===== src/rtl/unit_pkg.sv =====
// Shared encodings for the unit pool: slot lifecycle states, unit type codes
// and the per-type base attack power.
package unit_pkg;

  typedef enum logic [1:0] {
    StDead   = 2'd0,
    StDeploy = 2'd1,
    StAlive  = 2'd2,
    StDying  = 2'd3
  } slot_state_e;

  typedef enum logic [1:0] {
    TypeNone   = 2'd0,
    TypeLight  = 2'd1,
    TypeMedium = 2'd2,
    TypeHeavy  = 2'd3
  } unit_type_e;

  localparam int unsigned BasePowerW = 8;

  // Power at HP_W = 8; wider health widths shift this left by HP_W - 8.
  function automatic logic [BasePowerW-1:0] base_power(input logic [1:0] utype);
    logic [BasePowerW-1:0] p;
    case (utype)
      TypeLight:  p = 8'd32;
      TypeMedium: p = 8'd64;
      TypeHeavy:  p = 8'd128;
      default:    p = 8'd0;
    endcase
    return p;
  endfunction

endpackage


===== src/rtl/unit_slot.sv =====
// One unit slot: DEAD -> DEPLOY -> ALIVE -> DYING -> DEAD lifecycle with
// position, health and attack power.
module unit_slot
  import unit_pkg::*;
#(
  parameter int unsigned POS_W      = 9,
  parameter int unsigned HP_W       = 8,
  parameter int unsigned DEATH_HOLD = 10
) (
  input  logic              clk,
  input  logic              reset,
  input  logic              spawn_i,
  input  logic [1:0]        spawn_type_i,
  input  logic              hit_i,
  input  logic [HP_W-1:0]   hit_amount_i,
  input  logic              move_i,
  input  logic [POS_W-1:0]  enemy_front_i,
  output slot_state_e       state_o,
  output logic [POS_W-1:0]  position_o,
  output logic [1:0]        unit_type_o,
  output logic [HP_W-1:0]   power_o,
  output logic              attack_o
);

  localparam int unsigned HoldW = (DEATH_HOLD > 1) ? $clog2(DEATH_HOLD) : 1;

  slot_state_e      state_q;
  logic [POS_W-1:0] position_q;
  logic [HP_W-1:0]  health_q;
  logic [HP_W-1:0]  power_q;
  logic [1:0]       type_q;
  logic [HoldW-1:0] hold_q;

  logic kill;
  logic ahead;

  assign kill  = (state_q == StAlive) && hit_i && (health_q <= hit_amount_i);
  assign ahead = position_q > enemy_front_i;
  // A slot killed on the tick edge neither moves nor attacks.
  assign attack_o = (state_q == StAlive) && move_i && !kill && !ahead;

  always_ff @(posedge clk) begin
    if (reset) begin
      state_q    <= StDead;
      position_q <= '1;
      health_q   <= '0;
      power_q    <= '0;
      type_q     <= TypeNone;
      hold_q     <= '0;
    end else begin
      case (state_q)
        StDead: begin
          if (spawn_i) begin
            state_q    <= StDeploy;
            position_q <= '1;
            health_q   <= '1;
            power_q    <= HP_W'(base_power(spawn_type_i)) << (HP_W - 8);
            type_q     <= spawn_type_i;
          end
        end
        StDeploy: state_q <= StAlive;
        StAlive: begin
          if (kill) begin
            state_q  <= StDying;
            health_q <= '0;
            hold_q   <= HoldW'(DEATH_HOLD - 1);
          end else begin
            if (hit_i) health_q <= health_q - hit_amount_i;
            // ahead implies position > 0, so this never wraps.
            if (move_i && ahead) position_q <= position_q - POS_W'(1);
          end
        end
        StDying: begin
          if (hold_q == '0) state_q <= StDead;
          else              hold_q  <= hold_q - HoldW'(1);
        end
        default: state_q <= StDead;
      endcase
    end
  end

  assign state_o     = state_q;
  assign position_o  = position_q;
  assign unit_type_o = (state_q == StAlive) ? type_q : 2'b00;
  assign power_o     = power_q;

endmodule


===== src/rtl/unit_pool.sv =====
// Pool of unit slots: spawn arbitration with cooldown, per-tick attack
// summation and front-position reduction over living units.
module unit_pool
  import unit_pkg::*;
#(
  parameter int unsigned NUM_UNITS  = 4,
  parameter int unsigned POS_W      = 9,
  parameter int unsigned HP_W       = 8,
  parameter int unsigned COOLDOWN   = 15,
  parameter int unsigned DEATH_HOLD = 10
) (
  input  logic                         clk,
  input  logic                         reset,
  input  logic                         spawnSCEN,
  input  logic [1:0]                   spawnType,
  input  logic                         canSpawn,
  input  logic                         moveSCEN,
  input  logic                         damageSCEN,
  input  logic [$clog2(NUM_UNITS)-1:0] damageIdx,
  input  logic [HP_W-1:0]              damageIn,
  input  logic [POS_W-1:0]             enemyFront,
  output logic                         spawnAccept,
  output logic                         poolFull,
  output logic [NUM_UNITS*POS_W-1:0]   positionFlat,
  output logic [NUM_UNITS*2-1:0]       unitTypeFlat,
  output logic [NUM_UNITS-1:0]         aliveMask,
  output logic [HP_W-1:0]              damageOut,
  output logic [POS_W-1:0]             frontPos,
  output logic                         frontValid
);

  localparam int unsigned IdxW = $clog2(NUM_UNITS);
  localparam int unsigned CdW  = (COOLDOWN > 0) ? $clog2(COOLDOWN + 1) : 1;
  // Eight slots of all-ones power sum to less than 2^(HP_W+3).
  localparam int unsigned SumW = HP_W + 3;

  slot_state_e          slot_state [NUM_UNITS];
  logic [POS_W-1:0]     slot_pos   [NUM_UNITS];
  logic [HP_W-1:0]      slot_power [NUM_UNITS];
  logic [NUM_UNITS-1:0] attack;
  logic [NUM_UNITS-1:0] dead_mask;
  logic [NUM_UNITS-1:0] first_dead;
  logic [NUM_UNITS-1:0] spawn_sel;

  logic [CdW-1:0]  cooldown_q;
  logic            spawn_accept_q;
  logic [HP_W-1:0] damage_q;
  logic            accept;
  logic [SumW-1:0] attack_sum;
  logic [HP_W-1:0] attack_sat;
  logic [POS_W-1:0] front;

  for (genvar g = 0; g < NUM_UNITS; g++) begin : g_slot
    logic hit;
    assign hit = damageSCEN && (damageIdx == IdxW'(g));

    unit_slot #(
      .POS_W      (POS_W),
      .HP_W       (HP_W),
      .DEATH_HOLD (DEATH_HOLD)
    ) u_slot (
      .clk           (clk),
      .reset         (reset),
      .spawn_i       (spawn_sel[g]),
      .spawn_type_i  (spawnType),
      .hit_i         (hit),
      .hit_amount_i  (damageIn),
      .move_i        (moveSCEN),
      .enemy_front_i (enemyFront),
      .state_o       (slot_state[g]),
      .position_o    (slot_pos[g]),
      .unit_type_o   (unitTypeFlat[g*2 +: 2]),
      .power_o       (slot_power[g]),
      .attack_o      (attack[g])
    );

    assign dead_mask[g]                  = (slot_state[g] == StDead);
    assign aliveMask[g]                  = (slot_state[g] == StAlive);
    assign positionFlat[g*POS_W +: POS_W] = slot_pos[g];
  end

  assign poolFull = ~|dead_mask;
  assign accept   = spawnSCEN && (spawnType != 2'b00) && canSpawn && (cooldown_q == '0) &&
                    !poolFull;

  // Isolate the lowest set bit: lowest-index DEAD slot wins the spawn.
  assign first_dead = dead_mask & (~dead_mask + NUM_UNITS'(1));
  assign spawn_sel  = accept ? first_dead : '0;

  always_comb begin
    attack_sum = '0;
    for (int i = 0; i < NUM_UNITS; i++) begin
      if (attack[i]) attack_sum = attack_sum + SumW'(slot_power[i]);
    end
  end

  assign attack_sat = (attack_sum > SumW'({HP_W{1'b1}})) ? '1 : attack_sum[HP_W-1:0];

  always_comb begin
    front = '1;
    for (int i = 0; i < NUM_UNITS; i++) begin
      if (aliveMask[i] && (slot_pos[i] < front)) front = slot_pos[i];
    end
  end

  always_ff @(posedge clk) begin
    if (reset) begin
      cooldown_q     <= '0;
      spawn_accept_q <= 1'b0;
      damage_q       <= '0;
    end else begin
      spawn_accept_q <= accept;
      if (accept)                  cooldown_q <= CdW'(COOLDOWN);
      else if (cooldown_q != '0)   cooldown_q <= cooldown_q - CdW'(1);
      if (moveSCEN)                damage_q   <= attack_sat;
    end
  end

  assign spawnAccept = spawn_accept_q;
  assign damageOut   = damage_q;
  assign frontPos    = front;
  assign frontValid  = |aliveMask;

endmodule


===== config.mk =====
export PLATFORM = sky130hd
export DESIGN_NAME = unit_pool
export DESIGN_NICKNAME = d
export VERILOG_FILES = /design/src/rtl/unit_pkg.sv /design/src/rtl/unit_slot.sv /design/src/rtl/unit_pool.sv
export SDC_FILE = /design/constraint.sdc
export NUM_CORES = 1
export LEC_CHECK = 0
export ABC_AREA = 0
export BUFFER_PORTS_ARGS = -buffer_cell sky130_fd_sc_hd__buf_2
export CAP_MARGIN = 10
export CORE_MARGIN = 2
export CORE_UTILIZATION = 44
export DETAILED_ROUTE_END_ITERATION = 16
export HOLD_SLACK_MARGIN = 0.08
export PLACE_DENSITY = 0.59
export SLEW_MARGIN = 20
export SYNTH_ARGS = -nofsm -noshare
export SYNTH_HDL_FRONTEND = slang
export SYNTH_SLANG_ARGS = --single-unit

===== constraint.sdc =====
create_clock -name clk -period 10.15 [get_ports clk]
set_input_delay 0.5075 -clock clk [delete_from_list [all_inputs] [get_ports clk]]
set_output_delay 0.5075 -clock clk [all_outputs]
set_load 0.01 [all_outputs]

==> results of run 1 <==
## kinds of logic after synthesis
family	count (synthesis)	synth area share
mux	19	0.0207
fa+ha+maj	131	0.178
xor+xnor	49	0.0452
compound gates	305	0.205
flops	121	0.255
buf+inv	134	0.0573
simple gates	456	0.239
## cells in the final DEF, fill, tap and decap left out, types with 6 or more instances in the layout
master and n:
a211oi_1 8, a21o_1 18, a21oi_1 113, a311oi_1 9
a31oi_1 15, and2_1 13, and3_1 24, buf_2 94
clkbuf_16 17, dfxtp_1 121, fa_1 7, ha_1 124
inv_1 92, mux2i_1 17, nand2_1 126, nand2b_1 11
nand3_1 32, nand3b_1 7, nand4_1 25, nor2_1 110
nor2b_1 12, nor3_1 38, nor4_1 13, o211ai_1 7
o21a_1 19, o21ai_0 54, or2_2 6, or3_1 12
xnor2_1 24, xor2_1 25
## synthesized netlist by cell type (all sizes together), types with 19 or more instances
master,count
nand4,25
o21a,19
o21ai,58
a21oi,115
xnor2,24
nand2,126
inv,92
nor3,38
xor2,25
nor2,110
ha,124
nand3,33
clkbuf,29
and3,24
dfxtp,121
## stage by stage
step	hold slack, ns	utilization	setup WS (ns)	power (mW)
2_1_floorplan	0.432	-	2.55	0.866
3_3_place_gp	0.442	0.481	1.90	0.959
3_5_place_dp	0.446	0.481	1.65	0.965
4_1_cts	0.452	0.509	1.19	1.59
5_1_grt	0.473	0.509	0.577	1.68
6_report	0.453	0.509	1.13	1.57
## flip-flops by register name, indices dropped and copies added, names as in the netlist
register	cells
g_slot.u_slot.position_o	36
g_slot.u_slot.health_q	32
g_slot.u_slot.hold_q	16
g_slot.u_slot.power_o	12
g_slot.u_slot.state_o	8
g_slot.u_slot.type_q	8
cooldown_q	4
damageOut	4
spawnAccept	1
## worst min-delay path by stage
stage / startpoint / endpoint / slack (ns) / depth (start not counted)
floorplan: g_slot[0].u_slot.type_q[0] / g_slot[0].u_slot.type_q[0] / 0.43 / 2
global placement: g_slot[2].u_slot.type_q[1] / g_slot[2].u_slot.type_q[1] / 0.44 / 2
detailed placement: g_slot[3].u_slot.type_q[1] / g_slot[3].u_slot.type_q[1] / 0.45 / 2
CTS: g_slot[3].u_slot.health_q[0] / g_slot[3].u_slot.health_q[0] / 0.45 / 2
global route: g_slot[3].u_slot.health_q[0] / g_slot[3].u_slot.health_q[0] / 0.47 / 2
finish: g_slot[3].u_slot.health_q[0] / g_slot[3].u_slot.health_q[0] / 0.45 / 2
## worst max-delay path: cells and delay by family (launching register included)
kind / cells / cell delay (ns)
buf+inv: 3 / 0.71
simple gates: 5 / 1.20
flops: 1 / 0.33
compound gates: 15 / 3.80
mux: 2 / 0.52
fa+ha+maj: 4 / 1.51
## per-layer routing
metal / global-route usage / share of wire / up-vias
li1: - / - / 4514
met1: 0.327 / 0.48 / 4133
met2: 0.400 / 0.46 / 228
met3: 0.0361 / 0.050 / 29
met4: 0.0547 / 0.014 / 0
met5: 0 / 0 / -
## layout make-up
cell class	count	area share
Clock buffer	20	0.0416
Clock inverter	12	0.0130
Inverter	93	0.0325
Multi-Input combinational cell	960	0.609
Sequential cell	121	0.226
Tap cell	275	0.0320
Timing Repair Buffer	98	0.0466
## power by group through the flow
stage / combinational (mW) / clock [mW] / sequential (mW)
6_report: 0.414 / 0.618 / 0.542
5_1_grt: 0.474 / 0.654 / 0.548
4_1_cts: 0.416 / 0.631 / 0.542
3_5_place_dp: 0.413 / 0 / 0.552
3_3_place_gp: 0.407 / 0 / 0.551
2_1_floorplan: 0.321 / 0 / 0.545
==> results.py, run 1 <==
metrics = {
    "clocking": {
        "insertion_delay_ns": 0.42,
        "numClockSinks": 121,
        "htreeDepth": 4,
        "cts_buffer_depth": 2,
        "post_cts_buffers": 0,
        "holdBufCountCts": 0,
        "cts_tree": "yes",
        "cts_made_buffers": 17,
        "clkTransAtPathRegs_ns": 0.06,
        "cts_root_buf": "clkbuf_16",
        "ctsResizeCount": 0,
    },
    "layout": {
        "multi_input_area_sq_um": 6540,
        "final_cells": 1579,
        "nNetsFinal": 1449,
        "drive_gt1_frac": 0.123,
        "synthToLayoutAreaGrowth_pct": 13.1,
        "diodes": 0,
        "fillCellCount": 2107,
        "register_area_sq_um": 2420,
        "fin_area_sq_um": 10700,
    },
    "routing": {
        "via_per_inst": 5.64,
        "dr.pass1.iters": 5,
        "vias": 8904,
        "routed_wl_um": 27000,
        "avgRoutedWirePerCell_um": 17.1,
        "postRouteAntennaNets": 0,
        "drc": 0,
        "drtIter0Drc": 417,
    },
    "pwr": {
        "p_leak_nw": 4.59,
        "p_per_area_nw_per_um2": 147,
        "ir_drop_mv": 0.108,
        "cellInternalPower_mw": 1.05,
        "power.share.clock": 0.393,
        "p_sw_uw": 527,
        "p_sw_frac": 0.334,
        "power_frac_comb": 0.263,
        "seqPwrFrac": 0.344,
    },
    "timing": {
        "finalCriticalPeriod_ns": 9.02,
        "rsz0062_at_grt": "false",
        "fmax_ghz": 0.111,
        "finClkSkew_ns": 0.0113,
        "finalCritPeriodShare": 0.888,
        "tns_ns": 0,
        "slew_viol_final": 0,
        "max_slew_margin": 0.356,
        "setup_violations": 0,
        "hold_violations": 0,
        "worst_slew_pin_slew_ns": 0.966,
    },
    "floorplanning": {
        "rows": 53,
        "die_x_um": 151,
        "dieArea_sq_um": 22800,
        "ios": 95,
        "fp.dieH_um": 151,
        "core-area_sq_um": 21100,
        "initial_core_util": 0.451,
    },
    "synth": {
        "synth_top_area_share": 0.255,
        "async_flop_share": 0,
        "ys_ff_latch": 121,
        "synth_cell_types": 79,
        "synth_top_area_cell": "dfxtp_1",
        "ys_seq_area_frac": 0.255,
        "synthCells": 1215,
        "netlist_area_sq_um": 9500,
        "synth_fp_nets": 1373,
        "syn_avg_cell_area_sq_um": 7.82,
        "synth.area.top_cells": "dfxtp_1 25%, ha_1 16%, a21oi_1 6.0%, nand2_1 5.0%, nor2_1 4.3%",
        "synth-edff-count": 0,
        "ys.flop_type": "dfxtp_1",
        "ys.warnings.count": 0,
    },
    "critical_path": {
        "crit_end": "frontPos[7]",
        "worst_setup_path_start_kind": "register",
        "cp.required_ns": 9.64,
        "endpoint_kind": "primary output",
        "slowest_stage": "ha_1",
        "worstReg2RegEnd": "damageOut[7]",
        "crit_top_cell": "a21o_1",
        "cp.arrival_ns": 8.51,
        "cpPeakStageDelay_ns": 0.63,
        "worstSetupStartpoint": "g_slot[0].u_slot.state_o[0]",
        "reg2reg_depth": 27,
        "path_max_fanout": 20,
        "critical_path_class": "register to primary output",
        "rrSetupSlack_ns": 4.30,
        "r2r_start": "g_slot[0].u_slot.health_q[0]",
    },
    "worst_hold_path": {
        "hold_class": "register to register",
    },
    "global_route": {
        "grt_usage": 0.240,
        "grt_overflow": 0,
        "grt_pass1_vias": 8459,
        "grt_pass1_wl_um": 43300,
        "grt_max_degree": 53,
        "antenna_found_initial": 0,
    },
    "flow_run": {
        "maxCapViolCount": 0,
    },
    "place": {
        "port_buffers": 94,
        "hpwl_um": 20300,
        "place_area_sq_um": 10100,
        "gp_congestion": 0.880,
        "dp_cells": 1547,
    },
    "outcome": {
        "outcome": "completed",
    },
}
Power figures use the tool's default switching activity.
==> inputs of run 2 (changes only) <==
- BUFFER_PORTS_ARGS: -buffer_cell sky130_fd_sc_hd__buf_2 -> unset
- DONT_BUFFER_PORTS: unset -> 1
- PLACE_DENSITY: 0.59 -> 0.56
==> run 2 against run 1 <==
  * Via count decreased by 3.6%
  * Die area unchanged
  * Utilization decreased by 1.9 points
  * Register-to-register slack about the same
  * Final area decreased by 3.8%
  * Combinational power decreased by 5%
  * Largest power group unchanged
  * Global-route usage decreased by 0.34 points
  * Count of clock-buffer cells in the layout unchanged
  * Non-clock buffer count decreased by 93
==> results.py, run 2 (synthesized netlist as in run 1, its figures left out) <==
metrics = {
    "pwr": {
        "ir_drop_mv": 0.112,
        "power.share.clock": 0.417,
        "p_sw_uw": 500,
        "p_per_area_nw_per_um2": 156,
        "power_frac_comb": 0.245,
        "p_total_mw": 1.61,
        "seqPwrFrac": 0.337,
        "p_leak_nw": 4.30,
        "p_sw_frac": 0.310,
        "cellInternalPower_mw": 1.11,
    },
    "layout": {
        "nNetsFinal": 1356,
        "final_cell_mix": "126 x nand2_1, 124 x ha_1, 121 x dfxtp_1",
        "fin_area_sq_um": 10300,
        "largest_reg_flops": 36,
        "layout_commonest_cell": "nand2_1",
        "final_cells": 1486,
        "synthToLayoutAreaGrowth_pct": 8.78,
        "fillCellCount": 2074,
        "diodes": 0,
        "drive_gt1_frac": 0.0562,
    },
    "critical_path": {
        "endpoint_kind": "primary output",
        "reg2reg_depth": 27,
        "cp.required_ns": 9.64,
        "slowest_stage": "a21oi_1",
        "crit_top_cell": "a21o_1",
        "cp.arrival_ns": 8.09,
        "cpPeakStageDelay_ns": 0.55,
        "rrSetupSlack_ns": 4.30,
        "worstReg2RegEnd": "damageOut[6]",
        "worst_setup_path_start_kind": "register",
        "critical_path_class": "register to primary output",
        "path_max_fanout": 20,
        "r2r_start": "g_slot[0].u_slot.health_q[0]",
    },
    "clocking": {
        "cts_tree": "yes",
        "cts_buffer_depth": 2,
        "cts_root_buf": "clkbuf_16",
        "numClockSinks": 121,
        "holdBufCountCts": 0,
        "post_cts_buffers": 0,
        "insertion_delay_ns": 0.42,
        "clkTransAtPathRegs_ns": 0.06,
        "ctsResizeCount": 0,
        "cts_made_buffers": 17,
        "htreeDepth": 4,
    },
    "timing": {
        "setup_violations": 0,
        "finClkSkew_ns": 0.00650,
        "hold_violations": 0,
        "finalCritPeriodShare": 0.847,
        "tns_ns": 0,
        "rsz0062_at_grt": "false",
        "worst_slew_pin_slew_ns": 0.926,
        "fin_ws_ns": 1.55,
        "finalCriticalPeriod_ns": 8.60,
        "slew_viol_final": 0,
        "max_slew_margin": 0.382,
        "fmax_ghz": 0.116,
    },
    "routing": {
        "dr.pass1.iters": 5,
        "routed_wl_um": 26500,
        "postRouteAntennaNets": 0,
        "vias": 8585,
        "drtIter0Drc": 409,
        "avgRoutedWirePerCell_um": 17.8,
        "via_per_inst": 5.78,
        "drc": 0,
    },
    "global_route": {
        "grt_usage": 0.236,
        "grt_pass1_vias": 8083,
        "antenna_found_initial": 0,
        "grt_pass1_wl_um": 42000,
        "grt_overflow": 0,
        "grt_max_degree": 78,
    },
    "floorplanning": {
        "dieArea_sq_um": 22800,
        "core-area_sq_um": 21100,
        "die_x_um": 151,
        "rows": 53,
        "ios": 95,
        "fp.dieH_um": 151,
        "initial_core_util": 0.451,
    },
    "place": {
        "dpl_worst_slack_ns": 2.05,
        "port_buffers": 0,
        "gp_congestion": 0.895,
        "place_area_sq_um": 9690,
        "dp_cells": 1454,
        "hpwl_um": 19900,
    },
    "worst_hold_path": {
        "hold_class": "input pin to register",
        "hold_end": "g_slot[3].u_slot.health_q[0]",
        "min_from": "reset",
        "hold_path_depth": 1,
    },
    "flow_run": {
        "maxCapViolCount": 0,
    },
    "outcome": {
        "outcome": "completed",
    },
}
## run 2: cell types whose count changed in the layout (fill, tap and decap cells not counted), sizes merged
cell      previous run  this run
buf                 98         5
bufinv               2         5
inv                 95        92
clkinv               5         6
clkinvlp             3         2
## run 2: critical path, delay by kind of cell (launching register included)
family	cells	cell delay, ns
AND/OR/NAND/NOR	5	1.09
multiplexers	2	0.66
buffers and inverters	3	0.68
AO/OA/AOI/OAI	15	3.76
flip-flops	1	0.35
adder cells (fa/ha/maj)	4	1.13
## run 2: power groups by stage
| stage | registers, mW | logic [mW] | clock network (mW) |
|---|---|---|---|
| 2_1_floorplan | 0.545 | 0.321 | 0 |
| 6_report | 0.544 | 0.395 | 0.673 |
| 4_1_cts | 0.544 | 0.396 | 0.683 |
| 5_1_grt | 0.549 | 0.451 | 0.706 |
| 3_5_place_dp | 0.554 | 0.394 | 0 |
| 3_3_place_gp | 0.553 | 0.391 | 0 |
## run 2: how the worst max path moves through the flow
stage / from / end / slack, ns / cells past startpoint
finish: g_slot[0].u_slot.state_o[0] / frontPos[6] / 1.55 / 29
global route: g_slot[0].u_slot.state_o[0] / frontPos[7] / 1.00 / 29
CTS: g_slot[0].u_slot.state_o[0] / frontPos[8] / 1.57 / 29
detailed placement: g_slot[0].u_slot.state_o[0] / frontPos[8] / 2.05 / 29
global placement: g_slot[0].u_slot.state_o[0] / frontPos[5] / 2.20 / 29
floorplan: g_slot[0].u_slot.state_o[0] / frontPos[1] / 2.55 / 32
## run 2: layer usage
metal | track usage | wire length, um
met3 | 0.0518 | 1630
met4 | 0.0860 | 614
met5 | 0 | 0
met1 | 0.310 | 12200
met2 | 0.383 | 12000
## run 2: through the flow
step | utilization | hold WS (ns)
floorplan | - | 0.432
global placement | 0.459 | 0.433
detailed placement | 0.459 | 0.440
CTS | 0.490 | 0.138
global route | 0.490 | 0.138
finish | 0.490 | 0.156
## run 2: layout make-up
cell class,count,area (sq um),area share
multi-input cells,960,6540,0.633
flip-flops and latches,121,2420,0.234
clock buffers,20,447,0.0432
inverters,93,349,0.0338
well taps,275,344,0.0333
clock inverters,12,198,0.0191
repair buffers,5,37.5,0.00363
